## src/rtl/sf_camera_capture.sv

```systemverilog
// sf_camera_capture: parallel camera bus receiver packing bytes into big-endian 32-bit FIFO words
//   clk, rst                 pixel clock, synchronous active-high reset
//   i_enable, i_continuous   capture control (single-shot on enable rise, or back-to-back)
//   i_vsync, i_hsync         frame / line valid from the camera pins
//   i_pix_data               pixel byte, valid when vsync & hsync
//   o_fifo_wr_data/_stb      packed word and 1-cycle write strobe; i_fifo_full drops the word
//   o_frame_done             1-cycle pulse at frame end, o_row_count holds that frame's rows
//   o_row_err, o_overflow    sticky error flags, cleared when a new capture is armed
//   o_busy                   capture engine not idle
module sf_camera_capture #(
    parameter logic [31:0] BYTE_COUNT = 32'h20,
    parameter logic [31:0] ROW_COUNT  = 32'h10
) (
    input  logic        clk,
    input  logic        rst,
    input  logic        i_enable,
    input  logic        i_continuous,
    input  logic        i_vsync,
    input  logic        i_hsync,
    input  logic [7:0]  i_pix_data,
    output logic [31:0] o_fifo_wr_data,
    output logic        o_fifo_wr_stb,
    input  logic        i_fifo_full,
    output logic        o_frame_done,
    output logic [31:0] o_row_count,
    output logic        o_row_err,
    output logic        o_overflow,
    output logic        o_busy
);
    typedef enum logic [2:0] {IDLE, SYNC, WAIT_FRAME, CAPTURE, DONE} state_t;
    state_t      state_q;
    logic        vs_q, hs_q, vs_prev_q, val_prev_q, en_q;
    logic [7:0]  pd_q;
    logic [1:0]  idx_q;
    logic [23:0] word_q;
    logic [31:0] row_bytes_q, rows_q;
    logic        byte_v, row_end, vs_rise, vs_fall, emit_d;
    logic [31:0] row_bytes_d, rows_d, rows_fin_d, word_d;

    // A row ends when byte-valid drops, whichever of hsync/vsync caused it.
    // A partial word keeps its bytes in the low end of word_q; the shift moves
    // them to the top and leaves the unused low bytes zero.
    always_comb begin
        byte_v      = vs_q & hs_q;
        row_end     = val_prev_q & ~byte_v;
        vs_rise     = vs_q & ~vs_prev_q;
        vs_fall     = ~vs_q & vs_prev_q;
        row_bytes_d = (&row_bytes_q) ? row_bytes_q : row_bytes_q + 32'd1;
        rows_d      = (&rows_q) ? rows_q : rows_q + 32'd1;
        rows_fin_d  = row_end ? rows_d : rows_q;
        emit_d      = (state_q == CAPTURE) && (byte_v ? (idx_q == 2'd3) : (row_end && idx_q != 2'd0));
        word_d      = byte_v ? {word_q, pd_q} : ({word_q, 8'h00} << {~idx_q, 3'b000});
    end

    assign o_busy = state_q != IDLE;

    always_ff @(posedge clk) begin
        if (rst) begin
            state_q        <= IDLE;
            vs_q           <= 1'b0;
            hs_q           <= 1'b0;
            pd_q           <= 8'h00;
            vs_prev_q      <= 1'b0;
            val_prev_q     <= 1'b0;
            en_q           <= 1'b0;
            idx_q          <= 2'd0;
            word_q         <= 24'h0;
            row_bytes_q    <= 32'h0;
            rows_q         <= 32'h0;
            o_fifo_wr_data <= 32'h0;
            o_fifo_wr_stb  <= 1'b0;
            o_frame_done   <= 1'b0;
            o_row_count    <= 32'h0;
            o_row_err      <= 1'b0;
            o_overflow     <= 1'b0;
        end else begin
            vs_q          <= i_vsync;
            hs_q          <= i_hsync;
            pd_q          <= i_pix_data;
            vs_prev_q     <= vs_q;
            val_prev_q    <= byte_v;
            en_q          <= i_enable;
            o_fifo_wr_stb <= emit_d & ~i_fifo_full;
            o_frame_done  <= 1'b0;
            if (emit_d && !i_fifo_full) o_fifo_wr_data <= word_d;
            if (emit_d && i_fifo_full) o_overflow <= 1'b1;
            case (state_q)
                IDLE: if (i_enable && (!en_q || i_continuous)) begin
                    state_q    <= SYNC;
                    o_row_err  <= 1'b0;
                    o_overflow <= 1'b0;
                end
                SYNC: if (!vs_q) state_q <= WAIT_FRAME;
                WAIT_FRAME: if (vs_rise) begin
                    state_q     <= CAPTURE;
                    rows_q      <= 32'h0;
                    row_bytes_q <= 32'h0;
                    idx_q       <= 2'd0;
                end
                CAPTURE: begin
                    if (byte_v) begin
                        idx_q       <= idx_q + 2'd1;
                        word_q      <= {word_q[15:0], pd_q};
                        row_bytes_q <= row_bytes_d;
                    end
                    if (row_end) begin
                        rows_q      <= rows_d;
                        row_bytes_q <= 32'h0;
                        idx_q       <= 2'd0;
                        if (row_bytes_q != BYTE_COUNT) o_row_err <= 1'b1;
                    end
                    // Frame end sees this cycle's row end already folded into the count.
                    if (vs_fall) begin
                        state_q      <= DONE;
                        o_frame_done <= 1'b1;
                        o_row_count  <= rows_fin_d;
                        if (rows_fin_d != ROW_COUNT) o_row_err <= 1'b1;
                    end
                end
                DONE: if (i_enable && i_continuous) begin
                    state_q    <= SYNC;
                    o_row_err  <= 1'b0;
                    o_overflow <= 1'b0;
                end else begin
                    state_q <= IDLE;
                end
                default: state_q <= IDLE;
            endcase
        end
    end
endmodule
```

## config.mk

```make
export PLATFORM = sky130hd
export DESIGN_NAME = sf_camera_capture
export DESIGN_NICKNAME = d
export VERILOG_FILES = /design/src/rtl/sf_camera_capture.sv
export SDC_FILE = /design/constraint.sdc
export NUM_CORES = 1
export LEC_CHECK = 0
export CORE_MARGIN = 8
export CORE_UTILIZATION = 55
export CTS_BUF_LIST = sky130_fd_sc_hd__clkbuf_8
export DETAILED_ROUTE_END_ITERATION = 12
export PLACE_DENSITY_LB_ADDON = 0.12
export REMOVE_ABC_BUFFERS = 1
export SYNTH_ARGS = -nofsm -noshare
export SYNTH_HDL_FRONTEND = slang
export SYNTH_SLANG_ARGS = --single-unit
```

## constraint.sdc

```tcl
create_clock -name clk -period 3.3 [get_ports clk]
set_clock_uncertainty 0.2 [all_clocks]
set_input_delay 0.825 -clock clk [delete_from_list [all_inputs] [get_ports clk]]
set_output_delay 0.825 -clock clk [all_outputs]
set_load 0.02 [all_outputs]
```

==> impl_metrics.ini <==
[outcome]
outcome = finished clean

[worst_setup_path]
timing.reg2reg.worst_path_depth = 9
reg2reg_to = o_row_err
critical_path.max_stage_delay_ns = 0.48
critPathCapture = o_row_err
ff2ff_setup_slack_ns = 0.27
cpMaxStageDelayCell = sky130_fd_sc_hd__a31oi_4
start_point_of_the_critical_path = rows_q[0]
worst_setup_path_start_kind = flip-flop
cp_cell_instances = ha_1 > and4_1 > and4_2 > a31oi_4 > nand4_1 > xnor2_1 > nor4_1 > nand4_1 > o31a_1
path_max_fanout = 18
crit_cells = 9
worst-path-buf-inv = 0
worst-endpoint-required_ns = 3.46
timing_worst_setup_path_type = reg -> reg
cp_common_cell = sky130_fd_sc_hd__nand4_1
reg_to_reg_startpoint = rows_q[0]
arrival_ns = 3.19
worst_setup_path_end_kind = flip-flop
path_delay_family = simple AND/OR/NAND/NOR gates

[sta]
hold_viol_final = 0
grt_setup_unrepaired = no
min_period_over_period = 0.9185
max_freq_ghz = 0.3299
finalHoldWorstSlack_ns = 0.2548
timing.final.crit_period_ns = 3.031
final_max_slew_viol_count = 0
setup_violations = 0
setup-tns-final_ns = 0
worst-slew-pin-transition_ns = 0.8923
maxSlewHeadroom = 0.4030

[flow_run]
max-cap-violations = 0

[cells_and_area]
final_layout_size_suffix_gt1_frac = 0.07102
nNetsFinal = 1049
utilization = 0.6550
area.sequential_um2 = 3485
syn2layout_area_growth_pct = 18.07
multi_input_area_um2 = 4177
fin_cells = 1226
most_common_cell_after_layout_fill_and_taps_aside = sky130_fd_sc_hd__dfxtp_1
n_fill_cell = 1264
count_of_inserted_antenna_diode_cells = 0
layout_common_cells = sky130_fd_sc_hd__dfxtp_1 (173), sky130_fd_sc_hd__nor2_1 (149), sky130_fd_sc_hd__nand2_1 (96)
stdcell_area_um2 = 9375

[detailed_routing]
drt-initial-drc-count = 486
drt.antenna.violating_nets = 0
totalWireLength_um = 19910
wire_per_inst_um = 16.24
first_pass_iters = 5
remaining_drc_errors = 0
route.vias.total = 7006
drt-vias-per-instance = 5.715

[synthesis]
synthDistinctLibCells = 60
post-synth-top-area-cell = sky130_fd_sc_hd__dfxtp_1
synth.avg_cell_area_um2 = 8.186
synth.top_cells.by_area = sky130_fd_sc_hd__dfxtp_1 (44%), sky130_fd_sc_hd__nor2_1 (7.1%), sky130_fd_sc_hd__a21oi_1 (4.9%)
count_of_flip_flops_with_a_built_in_enable_after_synthesis = 0
synthesis.area_um2 = 7940
synth_top_area_frac = 0.4387
async_reset_ff_frac = 0
synth.ff_latch_count = 174
synth_flop_cell = sky130_fd_sc_hd__dfxtp_1
yosysWarnings = 0
netlist_instances = 970
synth_seq_area_share = 0.4387

[power_and_ir_drop]
pwr_density_cell_nw_per_um2 = 416.0
power.leakage_uw = 0.003157
peakVddDrop_mv = 0.2945

[place]
post-place-cells = 1191
hpwlAfterDp_um = 13900
port-buffer-count = 83
area_after_dpl_um2 = 8915
finalWeightedCongestion = 0.9166

[floorplan]
core-area_um2 = 14310
initial_utilization = 0.5547
num_io_pins = 84
die_y_um = 136.2
die_width_um = 136.2
design.die.area_um2 = 18540
row_count = 44

[clock_network]
clock_tree.buffer_depth = 2
numClockSinks = 174
htreeDepth = 4
tritoncts.num_buffers = 17
ctsHoldBuffers = 0
clk_slew_on_worst_s_h_paths_ns = 0.09
clk_root_buffer_cell = sky130_fd_sc_hd__clkbuf_8
clkLatencyLatePin_ns = 0.47
cts_tree = yes

[grt]
wire_length_of_the_first_global_routing_pass_um = 32150
vias_in_the_first_global_route = 6495
antenna_found_initial = 0
grt_max_degree = 78
global_route.usage.total = 0.2138
gr-total-overflow = 0

[min_path]
min_path_type = reg -> reg
## area by class of cell
| type | instances | area share |
|---|---|---|
| clock inverters | 14 | 0.01882 |
| well taps | 184 | 0.02456 |
| repair buffers | 104 | 0.1078 |
| multi-input cells | 719 | 0.4455 |
| clock buffers | 18 | 0.02642 |
| flip-flops and latches | 174 | 0.3717 |
| inverters | 13 | 0.005205 |
## cells in the mapped netlist, drive strengths merged, types with 3 or more instances
cell type,instances
a22oi,13
a311oi,5
inv,13
o21bai,5
and3,17
nand3,39
and4,11
a21oi,78
xor2,18
a211oi,33
xnor2,36
mux2i,8
nor4b,4
nand4,24
nor2b,18
and2,9
nor2,150
nor3,20
a31oi,5
dfxtp,174
or3,17
a21o,8
clkbuf,49
nand2,96
a22o,8
nand3b,3
a2bb2oi,3
nand2b,11
buf,15
ha,5
o21ai,43
nor4,12
## cells by family after synthesis
kind of cell / share of synthesized area
buf+inv: 0.03861
fa+ha+maj: 0.007879
compound gates: 0.1702
xor+xnor: 0.06146
mux: 0.01009
flops: 0.4387
simple gates: 0.2731
## tightest hold or removal path: cells and delay by family, from the launching register on
family | cells | cell delay [ns]
AO/OA/AOI/OAI | 1 | 0.05
AND/OR/NAND/NOR | 1 | 0.05
flip-flops | 1 | 0.32
## registers in the layout, indices dropped and copies added, names as in the netlist, 2 cells and up
name            cells
idx_q               2
o_fifo_wr_data     32
o_row_count        32
pd_q                8
row_bytes_q        32
rows_q             32
state_q             3
word_q             24
## through the flow
stage / power, µW / worst slack (ns)
floorplan: 2265 / -0.4808
global placement: 2362 / 0.3226
detailed placement: 2362 / 0.2485
CTS: 3931 / 0.1768
global route: 4032 / 0.07299
finish: 3900 / 0.2688
## routing by layer
layer,GRT usage,part of all wire
met5,0,0
met2,0.3553,0.48
met1,0.2687,0.45
met3,0.04582,0.046
met4,0.07383,0.019
## how the worst min path moves through the flow
stage          depth (start not counted)          to       start  slack [ns]
2_1_floorplan                          2   word_q[0]     pd_q[0]        0.23
3_3_place_gp                           2   word_q[7]     pd_q[7]        0.24
3_5_place_dp                           2   word_q[1]     pd_q[1]        0.24
4_1_cts                                2   word_q[1]     pd_q[1]        0.26
5_1_grt                                2  word_q[20]  word_q[20]        0.28
6_report                               2   word_q[1]     pd_q[1]        0.25
## power by group
part	leakage (µW)	internal [µW]	switching, µW
combinational	0.00154	67.9	116
sequential	0.00141	2110	16.6
clock	0.000211	781	806
## repair_timing
action,CTS,global route
gates resized for setup,0,4
setup buffers,0,3
endpoints found under the setup margin,0,1
Note: power is estimated with default switching activity, not from simulation.
